File: src/rtl/image_boot_ctrl.sv
// image_boot_ctrl
//
// Boot and run sequencer for the single-cycle CPU. Consumes an instruction
// image followed by a data image as a 32-bit word stream. Each payload word is
// split into four big-endian byte writes. The sequencer loads the start PC and
// the stack pointer, zero-fills the unused data memory and then releases the
// CPU. While the CPU runs it counts cycles. It stops the CPU on halt, on an
// address overflow or on a misaligned access.
//
// Image layout:
//   instruction image: PC, N, N payload words (placed at PC mod IMEM_BYTES)
//   data image:        SP, M, M payload words (placed at address 0)
//
// Ports:
//   clk_i, rst_i                     clock, asynchronous active-low reset
//   in_valid_i/in_ready_o/in_data_i  image word stream (valid/ready handshake)
//   imem_we_o/addr_o/data_o          instruction memory byte write
//   dmem_we_o/addr_o/data_o          data memory byte write
//   pc_we_o/pc_o                     PC load pulse and value
//   rf_we_o/rf_addr_o/rf_data_o      register file write (stack pointer load)
//   cpu_rst_n_o, cpu_clk_en_o        CPU reset and CPU clock enable
//   halt_i, err_addr_i, err_miss_i   CPU stop causes
//   done_o, fault_o                  normal stop, image rejected
//   cycle_cnt_o                      saturating count of RUN cycles
module image_boot_ctrl #(
    parameter int IMEM_BYTES = 1024,
    parameter int DMEM_BYTES = 1024,
    parameter int SP_REG     = 29
) (
    input  logic                          clk_i,
    input  logic                          rst_i,
    input  logic                          in_valid_i,
    output logic                          in_ready_o,
    input  logic [31:0]                   in_data_i,
    output logic                          imem_we_o,
    output logic [$clog2(IMEM_BYTES)-1:0] imem_addr_o,
    output logic [7:0]                    imem_data_o,
    output logic                          dmem_we_o,
    output logic [$clog2(DMEM_BYTES)-1:0] dmem_addr_o,
    output logic [7:0]                    dmem_data_o,
    output logic                          pc_we_o,
    output logic [31:0]                   pc_o,
    output logic                          rf_we_o,
    output logic [4:0]                    rf_addr_o,
    output logic [31:0]                   rf_data_o,
    output logic                          cpu_rst_n_o,
    output logic                          cpu_clk_en_o,
    input  logic                          halt_i,
    input  logic                          err_addr_i,
    input  logic                          err_miss_i,
    output logic                          done_o,
    output logic                          fault_o,
    output logic [31:0]                   cycle_cnt_o
);

    localparam int          IAW       = $clog2(IMEM_BYTES);
    localparam int          DAW       = $clog2(DMEM_BYTES);
    localparam logic [31:0] IMAX      = 32'(IMEM_BYTES / 4);
    localparam logic [31:0] DMAX      = 32'(DMEM_BYTES / 4);
    localparam logic [4:0]  SP_IDX    = 5'(SP_REG);

    typedef enum logic [3:0] {
        S_I_PC,
        S_I_CNT,
        S_I_WORD,
        S_I_BYTE,
        S_D_SP,
        S_D_CNT,
        S_D_WORD,
        S_D_BYTE,
        S_D_CLEAR,
        S_RUN,
        S_STOP,
        S_FAULT
    } state_t;

    state_t          state;
    state_t          state_n;

    logic            accept;
    logic            load_word;
    logic            in_byte;
    logic            imem_wr;
    logic            dmem_byte_wr;
    logic            dmem_clr;
    logic [7:0]      byte_src;

    logic [31:0]     cnt;       // payload words still to be written
    logic [31:0]     shreg;     // remaining bytes of the current word, MSB first
    logic [1:0]      byte_cnt;  // index of the byte currently on the write port
    logic [IAW-1:0]  iptr;      // next instruction memory byte address
    logic [DAW-1:0]  dptr;      // next data memory byte address
    logic            dfull;     // data image covers all of data memory

    assign accept = in_valid_i && in_ready_o;

    // Next-state logic and the write strobes that the registers below act on
    always_comb begin
        state_n      = state;
        load_word    = 1'b0;
        in_byte      = 1'b0;
        imem_wr      = 1'b0;
        dmem_byte_wr = 1'b0;
        dmem_clr     = 1'b0;
        byte_src     = shreg[31:24];

        case (state)
            S_I_PC: begin
                if (accept) state_n = S_I_CNT;
            end
            S_I_CNT: begin
                if (accept) begin
                    if (in_data_i == '0)       state_n = S_D_SP;
                    else if (in_data_i > IMAX) state_n = S_FAULT;
                    else                       state_n = S_I_WORD;
                end
            end
            S_I_WORD: begin
                if (accept) begin
                    state_n   = S_I_BYTE;
                    load_word = 1'b1;
                end
            end
            S_I_BYTE: begin
                in_byte = 1'b1;
                if (byte_cnt == 2'd3) state_n = (cnt == 32'd1) ? S_D_SP : S_I_WORD;
            end
            S_D_SP: begin
                if (accept) state_n = S_D_CNT;
            end
            S_D_CNT: begin
                if (accept) begin
                    if (in_data_i > DMAX)      state_n = S_FAULT;
                    else if (in_data_i == '0)  state_n = S_D_CLEAR;
                    else                       state_n = S_D_WORD;
                end
            end
            S_D_WORD: begin
                if (accept) begin
                    state_n   = S_D_BYTE;
                    load_word = 1'b1;
                end
            end
            S_D_BYTE: begin
                in_byte = 1'b1;
                if (byte_cnt == 2'd3) begin
                    if (cnt != 32'd1)  state_n = S_D_WORD;
                    else if (dfull)    state_n = S_RUN;
                    else               state_n = S_D_CLEAR;
                end
            end
            S_D_CLEAR: begin
                // The address on the port is the one being cleared this cycle
                if (dmem_addr_o == '1) state_n = S_RUN;
            end
            S_RUN: begin
                if (halt_i || err_addr_i || err_miss_i) state_n = S_STOP;
            end
            default: state_n = state;
        endcase

        // Write ports are registered, so strobes follow the state being entered
        imem_wr      = (state_n == S_I_BYTE);
        dmem_byte_wr = (state_n == S_D_BYTE);
        dmem_clr     = (state_n == S_D_CLEAR);
        if (load_word) byte_src = in_data_i[31:24];
    end

    always_ff @(posedge clk_i or negedge rst_i) begin
        if (!rst_i) state <= S_I_PC;
        else        state <= state_n;
    end

    always_ff @(posedge clk_i or negedge rst_i) begin
        if (!rst_i) begin
            in_ready_o   <= 1'b0;
            imem_we_o    <= 1'b0;
            imem_addr_o  <= '0;
            imem_data_o  <= '0;
            dmem_we_o    <= 1'b0;
            dmem_addr_o  <= '0;
            dmem_data_o  <= '0;
            pc_we_o      <= 1'b0;
            pc_o         <= '0;
            rf_we_o      <= 1'b0;
            rf_addr_o    <= '0;
            rf_data_o    <= '0;
            cpu_rst_n_o  <= 1'b0;
            cpu_clk_en_o <= 1'b0;
            done_o       <= 1'b0;
            fault_o      <= 1'b0;
            cycle_cnt_o  <= '0;
            cnt          <= '0;
            shreg        <= '0;
            byte_cnt     <= '0;
            iptr         <= '0;
            dptr         <= '0;
            dfull        <= 1'b0;
        end else begin
            in_ready_o <= state_n inside {S_I_PC, S_I_CNT, S_I_WORD, S_D_SP, S_D_CNT, S_D_WORD};

            pc_we_o <= accept && (state == S_I_PC);
            if (accept && (state == S_I_PC)) begin
                pc_o <= in_data_i;
                iptr <= in_data_i[IAW-1:0];
            end

            rf_we_o <= accept && (state == S_D_SP);
            if (accept && (state == S_D_SP)) begin
                rf_addr_o <= SP_IDX;
                rf_data_o <= in_data_i;
                dptr      <= '0;
            end

            if (accept && (state == S_I_CNT || state == S_D_CNT)) cnt <= in_data_i;
            if (accept && (state == S_D_CNT)) dfull <= (in_data_i == DMAX);

            if (load_word) begin
                shreg    <= {in_data_i[23:0], 8'h00};
                byte_cnt <= 2'd0;
            end else if (in_byte) begin
                shreg    <= {shreg[23:0], 8'h00};
                byte_cnt <= byte_cnt + 2'd1;
                if (byte_cnt == 2'd3) cnt <= cnt - 32'd1;
            end

            imem_we_o <= imem_wr;
            if (imem_wr) begin
                imem_addr_o <= iptr;
                imem_data_o <= byte_src;
                iptr        <= iptr + IAW'(1);
            end

            dmem_we_o <= dmem_byte_wr || dmem_clr;
            if (dmem_byte_wr || dmem_clr) begin
                dmem_addr_o <= dptr;
                dmem_data_o <= dmem_clr ? 8'h00 : byte_src;
                dptr        <= dptr + DAW'(1);
            end

            cpu_rst_n_o  <= (state_n == S_RUN) || (state_n == S_STOP);
            cpu_clk_en_o <= (state_n == S_RUN);
            done_o       <= (state_n == S_STOP);
            fault_o      <= (state_n == S_FAULT);

            if ((state == S_RUN) && (cycle_cnt_o != '1)) cycle_cnt_o <= cycle_cnt_o + 32'd1;
        end
    end

endmodule
File: config.mk
export PLATFORM = sky130hd
export DESIGN_NAME = image_boot_ctrl
export DESIGN_NICKNAME = d
export VERILOG_FILES = /design/src/rtl/image_boot_ctrl.sv
export SDC_FILE = /design/constraint.sdc
export NUM_CORES = 1
export LEC_CHECK = 0
export CAP_MARGIN = 15
export CORE_MARGIN = 2
export CORE_UTILIZATION = 57
export DETAILED_ROUTE_END_ITERATION = 12
export PLACE_DENSITY = 0.85
export SYNTH_ARGS = -nofsm -noshare
export SYNTH_HDL_FRONTEND = slang
export SYNTH_SLANG_ARGS = --single-unit
File: constraint.sdc
create_clock -name clk_i -period 7.6 [get_ports clk_i]
set_input_delay 1.52 -clock clk_i [delete_from_list [all_inputs] [get_ports clk_i]]
set_output_delay 1.52 -clock clk_i [all_outputs]
set_load 0.01 [all_outputs]
==> results.tsv, run 1 <==
metric	value	unit
# IOs	184	
# Post-CTS Setup Buffers	0	
global-route wire length before repair	46500	um
Final Core Density	73.2	%
Post-synth ARST share	100	%
Slew HR	24.3	%
CP arrival	5580	ps
WL per Instance	18.8	um
H-tree levels	1	
Post-Syn Area	10400	um^2
clk_skew	8.69	ps
Clk pwr share	29.4	%
CP delay by family, top	simple AND/OR/NAND/NOR gates	
max-slew violations	0	
Overflow after GRT	0	
Synthesis Warnings	0	
Vias	9197	
peak supply drop	0.178	mV
EDFF count, synth	0	
CP Class	in2reg	
Worst path slowest cell	or3_1	
synthesized flop and latch total	225	
leading cell types by total area after synthesis	dfrtp_1, nand2_1, o21ai_0	
hold_buf cts	0	
Critical Path Source Type	input pin	
row count	49	
layout cells sized above 1	6.48	%
PostCTS Resize Cnt	0	
crit end category	flip-flop	
main flop type after synthesis	dfrtp_1	
CTS Root Cell	clkbuf_16	
Syn Area/Cell	9.43	um^2
internal power	2.51	mW
# setup viols final	0	
initial core utilization	58.0	%
Final Non-Filler Cells	1510	
RSZ-0062 raised after global routing	false	
TritonCTS buffer count	24	
antenna-violating nets left	0	
Fin. Hold Viols	0	
Placer Congestion	0.914	
die area	19300	um^2
critical path peak fanout	37	
CTS Sinks	225	
Worst path max stage delay	920	ps
Core Region	17900	um^2
Tmin final	5130	ps
Pre-Repair DR Iteration Count	5	
PortBufs	182	
Final #Nets	1308	
most common cell in the netlist	nand2_1	
status	completed	
leakage	5.94	nW
Skew-Pair Late Insertion Delay	510	ps
largest net degree at the start of global routing	87	
Comb power frac	26.1	%
Tot GR Track Use	29.5	%
final period utilization	67.5	%
vias in the first global route	8822	
Max-cap violations	0	
diode count	0	
worst hold path class	reg2reg	
initial antenna violation count	0	
Gate Count Post-Synth	1101	
setup TNS	0	ps
Max Clk Rate	195	MHz
routed vias/inst	6.09	
Post-synth top cells	nand2_1, dfrtp_1, nor2_1	
synth-to-layout area growth	26.2	%
post-synthesis cell type count	69	
Req. time, crit path	8050	ps
routed wire length	28400	um
Worst-Margin Slew	1140	ps
fillcell total	1285	
syn_nets	1145	
critical-path cell list	clkdlybuf4s50_1 > nand2_1 > or3_1 > nor4_1 > a211oi_1 > and4_4 > a22oi_4 > and2_1 > a221o_1	
Pwr Density	289	nW/um^2
CTS tree	built	
Remaining DRCs	0	
Inst Count DP	1466	
WP buf/inv	1	
post-synth top area cell	dfrtp_1	
Die X	139	um
Clk pin slew, worst setup/hold paths	60	ps
Sw Share	33.8	%
post-synth top area share	54.2	%
clock buffer depth	3	
Seq/Total Area, Yosys	54.2	%
net load switching power	1.28	mW
HPWL after detailed placement	19100	um
DRT iter0 DRCs	865	
Die Y	139	um
sequential share of power	44.5	%
Power Total	3.79	mW
==> area by class of cell <==
type	instances	area (um^2)	area share, %
flip-flops and latches	225	5630	43.0
clock buffers	35	672	5.13
clock inverters	8	80.1	0.611
inverters	19	71.3	0.544
multi-input cells	801	4440	33.9
repair buffers	193	1930	14.7
well taps	229	287	2.19
==> registers in the layout, indices dropped and copies added (netlist names), 2 cells and up <==
signal,flops
byte_cnt,2
cnt,32
cycle_cnt_o,32
dmem_addr_o,10
dmem_data_o,8
dptr,10
imem_addr_o,10
imem_data_o,8
iptr,10
pc_o,32
rf_data_o,32
shreg,24
state,4
==> metal layers <==
layer  wire length [um]  track usage (%)  part of all wire (%)  up-vias
met1              11600             40.9                    41     4478
met2              13300             47.0                    47      448
li1                   -                -                     -     4178
met5                  0                0                     0        -
met4               1210             11.6                   4.3        0
met3               2310             4.87                   8.1       93
==> power by group through the flow <==
stage	Combinational (mW)	Clock (mW)	Sequential, mW
CTS	0.985	1.12	1.68
floorplan	0.614	0	1.65
global placement	0.936	0	1.69
global route	1.08	1.18	1.72
finish	0.990	1.12	1.69
detailed placement	0.975	0	1.70
==> kinds of logic after synthesis <==
family / count (synthesis) / share of synthesized area [%]
other cells: 1 / 0.0361
buf+inv: 75 / 3.12
xor+xnor: 32 / 2.70
flops: 225 / 54.2
fa+ha+maj: 6 / 0.723
simple gates: 539 / 24.0
compound gates: 203 / 13.1
mux: 20 / 2.06
==> cell usage in the layout (no fill, tap or decap), types with 12 or more instances in the layout <==
cell	synthesis	routed
clkdlybuf4s50_1	0	181
a21oi_1	35	35
and3_1	14	14
a22oi_1	26	26
xor2_1	12	12
dfrtp_1	225	225
nor3_1	21	20
nor2_1	75	74
inv_1	17	17
clkbuf_16	0	24
xnor2_1	20	20
nor4_1	17	17
nand2_1	299	299
nand4_1	16	16
nand3_1	38	38
o21ai_0	65	65
==> worst register-to-register path, stage by stage (launching register included) <==
cell and delay (ps):
dfrtp_1 990, nand2b_1 370, or3_1 890, nor4_1 510, a211oi_1 180, and4_4 230
a22oi_4 740, and2_1 420, a221o_1 200
==> path summary, 6_finish.rpt <==
kind	from	endpoint	slack, ps	depth (start not counted)
worst min-delay path	imem_addr_o[7]$_DFFE_PN0P_	imem_addr_o[7]$_DFFE_PN0P_	470	2
worst max register to register	state[0]$_DFF_PN0_	dptr[8]$_DFFE_PN0P_	3020	8
max in group asynchronous	rst_i	pc_o[18]$_DFFE_PN0P_	5340	2
worst max-delay path	in_valid_i	dptr[8]$_DFFE_PN0P_	2470	9
worst min register to register	imem_addr_o[7]$_DFFE_PN0P_	imem_addr_o[7]$_DFFE_PN0P_	470	2
min in group asynchronous	rst_i	cycle_cnt_o[28]$_DFFE_PN0P_	930	1
==> per-stage QoR <==
step,hold slack [ps],area [um^2],setup WS (ps)
finish,472,13100,2470
global route,495,13100,2200
CTS,477,13100,2540
detailed placement,462,12300,2010
global placement,459,12300,2090
floorplan,449,10400,3730
(Power assumes the default switching activity.)
==> run 2: changes to the inputs <==
CORE_UTILIZATION = 53   (was 57)
PLACE_DENSITY = 0.8   (was 0.85)
clock period = 4.85 ns   (was 7.6 ns; I/O delays follow)
==> results.tsv, run 2 (synthesized netlist as in run 1, its figures left out) <==
metric	value	unit	change
status	completed		unchanged
# IOs	184		unchanged
initial core utilization	53.7	%	was 58.0%
leading cell type in the layout, fill and taps excluded	nand2_1		unchanged
Tmin final	4040	ps	
Clk pin slew, worst setup/hold paths	60	ps	about the same
DRT iter0 DRCs	769		was 865
Critical Path Source Type	input pin		unchanged
Max-cap violations	0		unchanged
CTS Sinks	225		unchanged
die area	20700	um^2	was 19300 um^2
Placer Congestion	0.943		was 0.914
PostCTS Resize Cnt	0		unchanged
Max Clk Rate	248	MHz	
clock buffer depth	3		unchanged
max-slew violations	0		unchanged
Core Region	19300	um^2	was 17900 um^2
Skew-Pair Late Insertion Delay	530	ps	was 510 ps
HPWL after detailed placement	20800	um	was 19100 um
CP Class	in2reg		unchanged
setup TNS	0	ps	unchanged
Pre-Repair DR Iteration Count	5		unchanged
Worst path max stage delay	520	ps	was 920 ps
Overflow after GRT	0		unchanged
crit end category	flip-flop		unchanged
row count	51		was 49
Final #Nets	1326		was 1308
routed vias/inst	5.86		was 6.09
critical path peak fanout	37		unchanged
Vias	9179		was 9197
Die X	144	um	was 139 um
Worst path slowest cell	clkdlybuf4s50_1		was or3_1
worst hold path class	reg2reg		unchanged
routed wire length	29800	um	was 28400 um
critical-path cell list	clkdlybuf4s50_1 > nor4_2 > nand4_2 > o31a_1 > or4_4 > and4_4 > a22oi_4 > buf_4 > and2_1 > a221o_1		was clkdlybuf4s50_1 > nand2_1 > or3_1 > nor4_1 > a211oi_1 > and4_4 > a22oi_4 > and2_1 > a221o_1
layout cells sized above 1	8.15	%	was 6.48%
synth-to-layout area growth	28.7	%	was 26.2%
fillcell total	1487		was 1285
# setup viols final	0		unchanged
CTS Root Cell	clkbuf_16		unchanged
RSZ-0062 raised after global routing	false		unchanged
Tot GR Track Use	29.1	%	was 29.5%
antenna-violating nets left	0		unchanged
peak supply drop	0.331	mV	was 0.178 mV
Pwr Density	462	nW/um^2	was 289 nW/um^2
Fin. Hold Viols	0		unchanged
Power Total	6.17	mW	was 3.79 mW
final period utilization	83.2	%	
TritonCTS buffer count	24		unchanged
vias in the first global route	8878		was 8822
H-tree levels	1		unchanged
largest net degree at the start of global routing	135		was 87
Remaining DRCs	0		unchanged
Die Y	144	um	was 139 um
Req. time, crit path	5320	ps	was 8050 ps
clk_skew	21.0	ps	was 8.69 ps
commonest non-fill, non-tap cells in the layout	nand2_1, dfrtp_1, clkdlybuf4s50_1		unchanged
PortBufs	182		unchanged
# Post-CTS Setup Buffers	0		unchanged
initial antenna violation count	1		was 0
global-route wire length before repair	47400	um	was 46500 um
WL per Instance	19.0	um	was 18.8 um
CP arrival	4500	ps	was 5580 ps
Worst-Margin Slew	1000	ps	was 1140 ps
CTS tree	built		unchanged
Slew HR	32.9	%	was 24.3%
leakage	6.06	nW	was 5.94 nW
hold_buf cts	0		unchanged
## run 2: cell types whose count changed in the layout (fill, tap and decap cells not counted)
cell        before  now
diode_2          0    1
buf_4           10   28
clkinv_4         1    0
buf_12           0    1
buf_16           1    0
clkbuf_1         8    4
clkbuf_8         3    6
clkinvlp_4       0    1
bufinv_16        1    3
## run 2: routing by layer
metal	vias to the layer above	GRT usage, %	wire length (um)
li1	4203	-	-
met1	4459	38.4	12200
met2	434	47.6	14100
met3	83	4.97	2260
met4	0	12.5	1230
met5	-	0	0
## run 2: path summary, 6_finish.rpt
kind                       slack (ps)                           to                  startpoint  cells after the start
max reg2reg                      1290          dptr[8]$_DFFE_PN0P_            cnt[6]$_DFF_PN0_                      9
max                               810          dptr[8]$_DFFE_PN0P_               in_data_i[29]                     10
min                               470   imem_addr_o[8]$_DFFE_PN0P_  imem_addr_o[8]$_DFFE_PN0P_                      2
min reg2reg                       470   imem_addr_o[8]$_DFFE_PN0P_  imem_addr_o[8]$_DFFE_PN0P_                      2
max in group asynchronous        3350        cpu_rst_n_o$_DFF_PN0_                       rst_i                      2
min in group asynchronous         590  cycle_cnt_o[24]$_DFFE_PN0P_                       rst_i                      1
## run 2: stage by stage
stage          std cells  util, %  area, um^2  hold slack [ps]  setup WS, ps
2_1_floorplan       1101        -       10400              449          1530
6_report            1566     69.1       13400              472           813
4_1_cts             1565     69.1       13400              477           836
5_1_grt             1566     69.1       13400              495           685
3_5_place_dp        1521     64.8       12500              462           296
3_3_place_gp        1521     64.8       12500              459           355
## run 2: worst max-delay path, delay by kind of cell
| family | cells | cell delay, ps |
|---|---|---|
| simple gates | 5 | 1940 |
| buf+inv | 2 | 890 |
| compound gates | 3 | 690 |
## run 2: cell type report
type / count / area (um^2) / area share [%]
tap: 265 / 332 / 2.48
timing repair buffer: 211 / 2060 / 15.4
inverter: 19 / 71.3 / 0.534
clock buffer: 34 / 698 / 5.22
sequential: 225 / 5630 / 42.1
clock inverter: 10 / 139 / 1.04
antenna: 1 / 2.50 / 0.0187
multi-input combinational: 801 / 4440 / 33.2
## run 2: power breakdown
part           internal (mW)  switching, mW  total [mW]
clock                   1.16          0.751        1.92
combinational          0.710          0.929        1.64
sequential              2.24          0.377        2.62
